===== config.mk =====
export PLATFORM = sky130hd
export DESIGN_NAME = pipeline_batch_feeder
export DESIGN_NICKNAME = d
export VERILOG_FILES = /design/src/rtl/pipeline_batch_feeder_pkg.sv /design/src/rtl/pipeline_batch_feeder_hyperpipe.sv /design/src/rtl/pipeline_batch_feeder.sv
export SDC_FILE = /design/constraint.sdc
export NUM_CORES = 1
export LEC_CHECK = 0
export ABC_AREA = 1
export CAP_MARGIN = 20
export CORE_AREA = 2 2 207 209
export CTS_BUF_LIST = sky130_fd_sc_hd__clkbuf_4 sky130_fd_sc_hd__clkbuf_8
export DETAILED_ROUTE_END_ITERATION = 10
export DIE_AREA = 0 0 209 211
export GPL_TIMING_DRIVEN = 0
export MAX_ROUTING_LAYER = met4
export PLACE_DENSITY = 0.47
export RECOVER_POWER = 25
export SLEW_MARGIN = 30
export SYNTH_ARGS = -nofsm -noshare
export SYNTH_HDL_FRONTEND = slang
export SYNTH_SLANG_ARGS = --single-unit

===== constraint.sdc =====
create_clock -name clk -period 2.95 [get_ports clk]
set_input_delay 0.885 -clock clk [delete_from_list [all_inputs] [get_ports clk]]
set_output_delay 0.885 -clock clk [all_outputs]
set_load 0.1 [all_outputs]

===== src/rtl/pipeline_batch_feeder_pkg.sv =====
// rtl/pipeline_batch_feeder_pkg.sv - shared pipeline globals and batch feeder types
package pipeline_batch_feeder_pkg;

  localparam int PCOEFF_COUNT_BITWIDTH = 32;
  localparam int PCOEFF_SUM_BITWIDTH   = PCOEFF_COUNT_BITWIDTH + 35;

  localparam int BOT_W      = 128;
  localparam int PERM_W     = 6;
  localparam int MEM_W      = BOT_W + PERM_W;
  localparam int INFLIGHT_W = 8;

  typedef enum logic [1:0] {
    ST_IDLE      = 2'd0,
    ST_STREAM    = 2'd1,
    ST_TERMINATE = 2'd2
  } feeder_state_e;

endpackage


===== src/rtl/pipeline_batch_feeder_hyperpipe.sv =====
// rtl/pipeline_batch_feeder_hyperpipe.sv - aligns a read strobe with its memory return
// Data is passed through only when the delayed strobe is set, so idle cycles write zeros.
module pipeline_batch_feeder_hyperpipe #(
  parameter int CYCLES = 2,
  parameter int DATA_W = 134
) (
  input  logic              clk,
  input  logic              rst,
  input  logic              valid_i,
  input  logic [DATA_W-1:0] data_i,
  output logic              valid_o,
  output logic [DATA_W-1:0] data_o
);

  logic [CYCLES-1:0] valid_q;

  always_ff @(posedge clk) begin
    if (!rst) begin
      valid_q <= '0;
    end else begin
      valid_q[0] <= valid_i;
      for (int i = 1; i < CYCLES; i++) begin
        valid_q[i] <= valid_q[i-1];
      end
    end
  end

  assign valid_o = valid_q[CYCLES-1];
  assign data_o  = valid_o ? data_i : '0;

endmodule


===== src/rtl/pipeline_batch_feeder.sv =====
// rtl/pipeline_batch_feeder.sv - streams batches of bot entries into the pipeline and returns results
module pipeline_batch_feeder
  import pipeline_batch_feeder_pkg::*;
#(
  parameter int READ_LATENCY    = 2,
  parameter int MAX_OUTSTANDING = 15
) (
  input  logic                             clk,
  input  logic                             rst,
  input  logic                             startBatch,
  input  logic [15:0]                      batchBotCount,
  input  logic [15:0]                      batchBaseAddr,
  output logic                             startAccepted,
  output logic                             memReadEnable,
  output logic [15:0]                      memReadAddr,
  input  logic [MEM_W-1:0]                 memReadData,
  output logic                             writeData,
  output logic [BOT_W-1:0]                 bot,
  output logic [PERM_W-1:0]                validBotPermutes,
  output logic                             batchDone,
  input  logic                             slowDownInput,
  input  logic                             resultsAvailable,
  output logic                             grabResults,
  input  logic [PCOEFF_SUM_BITWIDTH-1:0]   pcoeffSum,
  input  logic [PCOEFF_COUNT_BITWIDTH-1:0] pcoeffCount,
  output logic                             resultValid,
  input  logic                             resultReady,
  output logic [PCOEFF_SUM_BITWIDTH-1:0]   resultSum,
  output logic [PCOEFF_COUNT_BITWIDTH-1:0] resultCount,
  output logic [3:0]                       outstanding,
  output logic                             protocolError
);

  feeder_state_e                    state_q;
  logic [15:0]                      addr_q;
  logic [15:0]                      remaining_q;
  logic                             term_q;
  logic [INFLIGHT_W-1:0]            inflight_q, inflight_d;
  logic [3:0]                       outstanding_q, outstanding_d;
  logic                             error_q, error_d;
  logic                             cap_pending_q;
  logic                             res_valid_q;
  logic [PCOEFF_SUM_BITWIDTH-1:0]   res_sum_q;
  logic [PCOEFF_COUNT_BITWIDTH-1:0] res_count_q;

  logic             accept;
  logic             rd_issue;
  logic             capture;
  logic             drained;
  logic             aligned_valid;
  logic [MEM_W-1:0] aligned_data;

  assign startAccepted = (state_q == ST_IDLE) && (outstanding_q < 4'(MAX_OUTSTANDING));
  assign accept        = startAccepted && startBatch;
  assign rd_issue      = (state_q == ST_STREAM) && !slowDownInput && (remaining_q != '0);
  assign capture       = cap_pending_q;
  assign grabResults   = resultsAvailable && !res_valid_q && !cap_pending_q;
  // The last return may land this very cycle; counting it lets the terminator follow immediately.
  assign drained       = (inflight_q == '0) ||
                         ((inflight_q == INFLIGHT_W'(1)) && aligned_valid);

  pipeline_batch_feeder_hyperpipe #(
    .CYCLES (READ_LATENCY),
    .DATA_W (MEM_W)
  ) u_align (
    .clk     (clk),
    .rst     (rst),
    .valid_i (rd_issue),
    .data_i  (memReadData),
    .valid_o (aligned_valid),
    .data_o  (aligned_data)
  );

  always_comb begin
    inflight_d    = inflight_q + INFLIGHT_W'(rd_issue) - INFLIGHT_W'(aligned_valid);
    outstanding_d = outstanding_q;
    error_d       = error_q;
    if (capture && (outstanding_q == '0)) begin
      error_d = 1'b1;
    end
    if (accept && !capture) begin
      outstanding_d = outstanding_q + 4'd1;
    end else if (!accept && capture && (outstanding_q != '0)) begin
      outstanding_d = outstanding_q - 4'd1;
    end
  end

  always_ff @(posedge clk) begin
    if (!rst) begin
      state_q     <= ST_IDLE;
      addr_q      <= '0;
      remaining_q <= '0;
      term_q      <= 1'b0;
    end else begin
      term_q <= 1'b0;
      case (state_q)
        ST_IDLE: begin
          if (accept) begin
            addr_q      <= batchBaseAddr;
            remaining_q <= batchBotCount;
            state_q     <= (batchBotCount == '0) ? ST_TERMINATE : ST_STREAM;
          end
        end
        ST_STREAM: begin
          if (rd_issue) begin
            addr_q      <= addr_q + 16'd1;
            remaining_q <= remaining_q - 16'd1;
            if (remaining_q == 16'd1) begin
              state_q <= ST_TERMINATE;
            end
          end
        end
        ST_TERMINATE: begin
          if (drained) begin
            term_q  <= 1'b1;
            state_q <= ST_IDLE;
          end
        end
        default: state_q <= ST_IDLE;
      endcase
    end
  end

  always_ff @(posedge clk) begin
    if (!rst) begin
      inflight_q    <= '0;
      outstanding_q <= '0;
      error_q       <= 1'b0;
      cap_pending_q <= 1'b0;
      res_valid_q   <= 1'b0;
      res_sum_q     <= '0;
      res_count_q   <= '0;
    end else begin
      inflight_q    <= inflight_d;
      outstanding_q <= outstanding_d;
      error_q       <= error_d;
      cap_pending_q <= grabResults;
      if (capture) begin
        res_valid_q <= 1'b1;
        res_sum_q   <= pcoeffSum;
        res_count_q <= pcoeffCount;
      end else if (res_valid_q && resultReady) begin
        res_valid_q <= 1'b0;
      end
    end
  end

  assign memReadEnable    = rd_issue;
  assign memReadAddr      = addr_q;
  assign writeData        = aligned_valid | term_q;
  assign batchDone        = term_q;
  assign bot              = aligned_data[MEM_W-1:PERM_W];
  assign validBotPermutes = aligned_data[PERM_W-1:0];
  assign resultValid      = res_valid_q;
  assign resultSum        = res_sum_q;
  assign resultCount      = res_count_q;
  assign outstanding      = outstanding_q;
  assign protocolError    = error_q;

endmodule


==> results.tsv, run 1 <==
metric	value	unit
run_status	finished clean	
grt_antenna_before_repair	10	
hold_viol	0	
synth_compound_gate_area_share	0.110	
post_synth_xor_area_fraction	0.00326	
timing.critical_path.slowest_stage_cell	sky130_fd_sc_hd__clkdlybuf4s50_1	
drv_slew	0	
portBuffers	529	
timing.critical_path.buf_inv	3	
min_clock_period_post_route	2.93	ns
clock_tree.buffer_depth	2	
htreeDepth	4	
drive_gt1_frac	0.120	
layout_skew	0.0165	ns
cp_slowest_stage_delay	0.57	ns
via_count_of_the_first_global_routing_pass	9880	
hold_path.startpoint	u_align.valid_q[0]	
min_period_over_period	0.992	
cts.clk_slew.worst_paths	0.08	ns
grt_setup_unrepaired	false	
setup_tns	0	ns
placed_cells	2379	
grt_first_pass_wirelength	60.0	mm
flow.area_growth_from_synthesis	73.2	%
required_time_at_the_endpoint_of_the_critical_path	2.07	ns
reg_to_reg_startpoint	remaining_q[0]	
synthMuxAreaShare	0	
cts_sinks	151	
synth_top_family_by_area	simple AND/OR/NAND/NOR gates	
synthFlopType	sky130_fd_sc_hd__dfxtp_1	
dpl_cell_area	0.0139	sq mm
worst_slack_setup_final	0.0225	ns
netlist_instances	1311	
fp.dieH	211	um
fraction_of_the_mapped_netlist_area_in_simple_logic_gates	0.351	
grt_overflow	0	
finalNetCount	2147	
synth.area.top_cells	sky130_fd_sc_hd__dfxtp_1, sky130_fd_sc_hd__nand2_1, sky130_fd_sc_hd__nor2_1	
drtAntennaViolNets	0	
synth.avg_cell_area	6.14	sq um
type_of_the_worst_min_delay_path	reg2reg	
timing.setup.critical_path_class	in2out	
yosys.cell_count.top_type	sky130_fd_sc_hd__nand2_1	
drc	0	
die_width	209	um
post_synth_num_cell_types	35	
critical_path_peak_fanout	1	
post-route-cell-area	0.0140	sq mm
worst_slew_margin	0.153	
routabilityCongestion	0.929	
synth_fp_nets	1600	
grt_max_degree	20	
worst_setup_slack_after_placement	-1.21	ns
post_cts_setup_buffer_count	0	
post_synth_arst_share	0	
core_area	0.0418	sq mm
netlist.area_leader.share	0.375	
post_synth_fa_ha_maj_area_fraction	0.0298	
layout.cells.non_filler	2418	
viasPerCell	4.12	
cellLeakagePower	7.61	nW
post_synth_instance_area	0.00806	sq mm
path_cells	clkdlybuf4s50_1, nand2_1, inv_1, buf_2	
register_area_share_after_synthesis	0.375	
drtIter0Drc	448	
startpoint	memReadData[41]	
worst_setup_end_kind	output port	
pwr_density_cell	783	mW/mm^2
start_kind	input pin	
routed_wl	41.1	mm
cts_buffers	17	
vdd_ir_drop_max	0.000333	V
critical_path.top_delay_family	buffers and inverters	
initial_utilization	0.193	
number_of_optimization_iterations_in_the_first_detailed_route_pass	5	
clkLatencyLatePin	0.50	ns
cts_tree	done	
site_row_count	75	
worst-endpoint-arrival	2.04	ns
yosys_warnings	0	
grtUsageTotal	0.189	
tightest_slew	1.28	ns
number_of_synthesized_flops_with_an_enable_pin	0	
cap_violations	0	
wire_length_per_cell	17.0	um
detailroute.via_count	9953	
die_outline_area	0.0441	sq mm
setup_viol_count_final	0	
dp_hpwl	33.6	mm
synth_top_cells_by_count	sky130_fd_sc_hd__nand2_1, sky130_fd_sc_hd__nor2_1, sky130_fd_sc_hd__inv_1	
floorplan.io_pins	531	
timing.hold.ws	0.419	ns
achievable-frequency	342	MHz
clock_tree.root_cell	sky130_fd_sc_hd__clkbuf_8	
synth_top_area_cell	sky130_fd_sc_hd__dfxtp_1	
ys_seq_elements	151	
## cell families (layout without fill, tap and decap cells)
family,Yosys count,count (layout)
flip-flops,151,151
other,0,8
AO/OA/AOI/OAI,169,169
AND/OR/NAND/NOR,702,702
XOR/XNOR,3,3
buffers and inverters,268,828
adder cells (fa/ha/maj),18,18
## per-layer routing
metal  up-vias  wire, um  track usage
li1       5054         -            -
met5         -         0            -
met1      4448     15900        0.198
met3        50      3590       0.0620
met4         0      1210       0.0904
met2       401     20400        0.321
## final cells by class
type | count | area [sq um]
sequential | 151 | 3020
clock inverter | 12 | 105
tap | 539 | 674
clock buffer | 20 | 263
inverter | 202 | 758
timing repair buffer | 529 | 4820
buffer | 65 | 313
multi-input combinational | 892 | 3970
antenna | 8 | 20.0
fill | 4704 | 27800
## cells in the final DEF (no fill, tap or decap), types with 3 or more instances in the layout
master                            instances
sky130_fd_sc_hd__inv_1                  199
sky130_fd_sc_hd__a21oi_1                 33
sky130_fd_sc_hd__clkbuf_2                12
sky130_fd_sc_hd__or2_2                    3
sky130_fd_sc_hd__nand3_1                 42
sky130_fd_sc_hd__nor2_1                 300
sky130_fd_sc_hd__clkdlybuf4s50_1        328
sky130_fd_sc_hd__clkinv_2                 4
sky130_fd_sc_hd__buf_2                   54
sky130_fd_sc_hd__buf_6                    6
sky130_fd_sc_hd__o21ai_1                  3
sky130_fd_sc_hd__nand4_1                  7
sky130_fd_sc_hd__xor2_1                   3
sky130_fd_sc_hd__buf_8                    4
sky130_fd_sc_hd__buf_4                   76
sky130_fd_sc_hd__diode_2                  8
sky130_fd_sc_hd__o21ai_0                124
sky130_fd_sc_hd__clkbuf_4                16
sky130_fd_sc_hd__ha_1                    16
sky130_fd_sc_hd__nand2_4                  4
sky130_fd_sc_hd__clkbuf_1                46
sky130_fd_sc_hd__nor2_4                   4
sky130_fd_sc_hd__clkinvlp_4               5
sky130_fd_sc_hd__nand2_1                325
sky130_fd_sc_hd__nor3_1                   4
sky130_fd_sc_hd__dlygate4sd2_1           29
sky130_fd_sc_hd__a21oi_2                  4
sky130_fd_sc_hd__clkbuf_8                19
sky130_fd_sc_hd__dlymetal6s2s_1          20
sky130_fd_sc_hd__nand2_2                  4
sky130_fd_sc_hd__dfxtp_1                151
## per-stage QoR
stage | total power, mW | utilization
floorplan | 7.69 | -
global placement | 9.58 | 0.336
detailed placement | 9.57 | 0.334
CTS | 11.1 | 0.333
global route | 11.7 | 0.334
finish | 10.9 | 0.334
## repair_timing
item	4_1_cts	5_1_grt
hold buffers	0	0
endpoints found under the setup margin	167	92
gates cloned	0	0
resized for setup	766	59
## final timing paths
check | endpoint | slack, ns | cells after the start
setup reg to reg | inflight_q[4] | 0.40 | 15
hold reg to reg | u_align.valid_q[1] | 0.42 | 2
setup / recovery | bot[35] | 0.02 | 4
hold / removal | u_align.valid_q[1] | 0.42 | 2
## flip-flops by register name (all words and copies together) (netlist names)
signal / flops
resultSum: 67
resultValid: 1
state_q: 2
u_align.valid_q: 2
inflight_q: 8
memReadAddr: 16
remaining_q: 16
batchDone: 1
protocolError: 1
cap_pending_q: 1
outstanding: 4
resultCount: 32
## report_power, final
part	switching [mW]	leakage (nW)	total, mW	internal [mW]
Clock	0.866	0.177	1.57	0.701
Sequential	0.380	1.24	2.81	2.43
Combinational	4.76	6.19	6.55	1.78
Total	6.01	7.61	10.9	4.91
## tightest hold or removal path: cells and delay by family (launching register included)
family / cells / cell delay [ns]
flip-flops: 1 / 0.31
AND/OR/NAND/NOR: 1 / 0.05
buffers and inverters: 1 / 0.04
(Power assumes the default switching activity.)
==> inputs of run 2 (changes only) <==
--- a/config.mk
+++ b/config.mk
@@ -6,7 +6,6 @@
 export NUM_CORES = 1
 export LEC_CHECK = 0
 export ABC_AREA = 1
-export CAP_MARGIN = 20
 export CORE_AREA = 2 2 207 209
 export CTS_BUF_LIST = sky130_fd_sc_hd__clkbuf_4 sky130_fd_sc_hd__clkbuf_8
 export DETAILED_ROUTE_END_ITERATION = 10
==> results of run 2 <==
No change in the layout: final DEF, timing and power equal those of run 1.
==> inputs of run 3 (changes only) <==
--- a/config.mk
+++ b/config.mk
@@ -6,10 +6,10 @@
 export NUM_CORES = 1
 export LEC_CHECK = 0
 export ABC_AREA = 1
-export CORE_AREA = 2 2 207 209
+export CORE_AREA = 2 2 208 210
 export CTS_BUF_LIST = sky130_fd_sc_hd__clkbuf_4 sky130_fd_sc_hd__clkbuf_8
 export DETAILED_ROUTE_END_ITERATION = 10
-export DIE_AREA = 0 0 209 211
+export DIE_AREA = 0 0 210 212
 export GPL_TIMING_DRIVEN = 0
 export MAX_ROUTING_LAYER = met4
 export PLACE_DENSITY = 0.47
==> run 3 against run 2 <==
Effect of this change:
- utilization shrank 0.19 points
- worst setup slack gained 0.029 ns
- sequential share of layout area shrank 0.25 points
- sequential power about the same
- critical endpoint is now memReadEnable
- highest routed layer unchanged
==> results.tsv, run 3 (synthesized netlist as in run 1, its figures left out) <==
metric	value	unit
start_kind	input pin	
die_outline_area	0.0445	sq mm
initial_utilization	0.190	
cts_buffers	17	
largest_register_ffs	67	
floorplan.io_pins	531	
routed_wl	40.5	mm
via_count_of_the_first_global_routing_pass	9985	
drive_gt1_frac	0.122	
timing.critical_path.slowest_stage_cell	sky130_fd_sc_hd__clkdlybuf4s50_1	
finalNetCount	2147	
path_cells	clkdlybuf4s50_1, nor2_2, nand2_4, inv_1, buf_8	
site_row_count	76	
tightest_slew	1.28	ns
cellLeakagePower	7.41	nW
number_of_optimization_iterations_in_the_first_detailed_route_pass	7	
die_width	210	um
fp.dieH	212	um
most_common_cell_after_layout_fill_and_taps_aside	sky130_fd_sc_hd__clkdlybuf4s50_1	
achievable-frequency	345	MHz
vdd_ir_drop_max	0.000361	V
worst-endpoint-arrival	2.01	ns
timing.hold.ws	0.424	ns
worst_setup_end_kind	output port	
layout_skew	0.0155	ns
post-route-cell-area	0.0141	sq mm
drv_slew	0	
clock_tree.root_cell	sky130_fd_sc_hd__clkbuf_8	
run_status	finished clean	
drc	0	
min_period_over_period	0.983	
grt_max_degree	20	
portBuffers	529	
type_of_the_worst_min_delay_path	reg2reg	
critical_path_peak_fanout	3	
dpl_cell_area	0.0139	sq mm
cts_tree	done	
worst_setup_slack_after_placement	-1.45	ns
clkLatencyLatePin	0.49	ns
pwr_density_cell	781	mW/mm^2
flow.area_growth_from_synthesis	75.3	%
worst_slack_setup_final	0.0512	ns
cts_sinks	151	
clock_tree.buffer_depth	2	
post_cts_setup_buffer_count	0	
grt_antenna_before_repair	13	
viasPerCell	4.12	
grtUsageTotal	0.183	
setup_viol_count_final	0	
required_time_at_the_endpoint_of_the_critical_path	2.07	ns
total_power	11.0	mW
wire_length_per_cell	16.7	um
cp_slowest_stage_delay	0.47	ns
htreeDepth	4	
mostFrequentLayoutCells	sky130_fd_sc_hd__clkdlybuf4s50_1, sky130_fd_sc_hd__nand2_1, sky130_fd_sc_hd__nor2_1, sky130_fd_sc_hd__inv_1, sky130_fd_sc_hd__dfxtp_1	
drtAntennaViolNets	0	
core_area	0.0425	sq mm
timing.setup.critical_path_class	in2out	
grt_first_pass_wirelength	58.9	mm
detailroute.via_count	10000	
post_cts_hold_buffer_count	0	
dp_hpwl	33.8	mm
grt_overflow	0	
hold_viol	0	
routabilityCongestion	0.886	
drtIter0Drc	474	
worst_slew_margin	0.148	
cts.clk_slew.worst_paths	0.08	ns
min_clock_period_post_route	2.90	ns
cap_violations	0	
==> run 3: cell types whose count changed in the layout (fill, tap and decap cells not counted), moves of 6 or more <==
cell,change
sky130_fd_sc_hd__buf_6,+30
sky130_fd_sc_hd__clkdlybuf4s50_1,+21
sky130_fd_sc_hd__buf_2,-15
sky130_fd_sc_hd__dlymetal6s2s_1,-14
sky130_fd_sc_hd__clkbuf_4,-12
sky130_fd_sc_hd__buf_4,-6
sky130_fd_sc_hd__dlygate4sd2_1,-6
==> run 3: metrics by stage <==
step | setup TNS, ns | utilization | cells
final | 0 | 0.332 | 2425
after global routing | -0.00326 | 0.332 | 2425
after CTS | 0 | 0.330 | 2416
after detailed placement | -121.81 | 0.327 | 2386
after global placement | -125.10 | 0.330 | 2386
after floorplan | 0 | - | 1311
==> run 3: worst paths after layout <==
| path | cells after the start | slack [ns] | startpoint | to |
|---|---|---|---|---|
| setup / recovery | 5 | 0.05 | slowDownInput | memReadEnable |
| hold / removal | 2 | 0.42 | u_align.valid_q[0] | u_align.valid_q[1] |
| setup reg to reg | 15 | 0.42 | remaining_q[1] | inflight_q[4] |
| hold reg to reg | 2 | 0.42 | u_align.valid_q[0] | u_align.valid_q[1] |
==> run 3: power breakdown <==
group	switching (mW)	total [mW]	internal (mW)
sequential	0.386	2.82	2.43
combinational	4.76	6.56	1.81
clock	0.819	1.64	0.825
==> run 3: worst max-delay path: cells and delay by family <==
kind / cells / cell delay (ns)
buffers and inverters: 3 / 0.83
AND/OR/NAND/NOR: 2 / 0.29
==> run 3: repair_timing <==
action	CTS	global route
resized for setup	764	38
cloned	0	0
endpoints found under the setup margin	161	59
pin swaps	0	0
==> run 3: layout make-up <==
type	instances	area, sq um
fillers	4702	28400
repair buffers	529	4950
multi-input cells	892	3980
flip-flops and latches	151	3020
inverters	202	758
well taps	546	683
plain buffers	65	313
clock buffers	22	290
clock inverters	9	100
diodes	9	22.5
==> run 3: layer usage <==
metal,global-route usage,part of all wire
met4,0.0949,0.039
met5,-,0
met1,0.185,0.38
met2,0.315,0.50
met3,0.0613,0.088
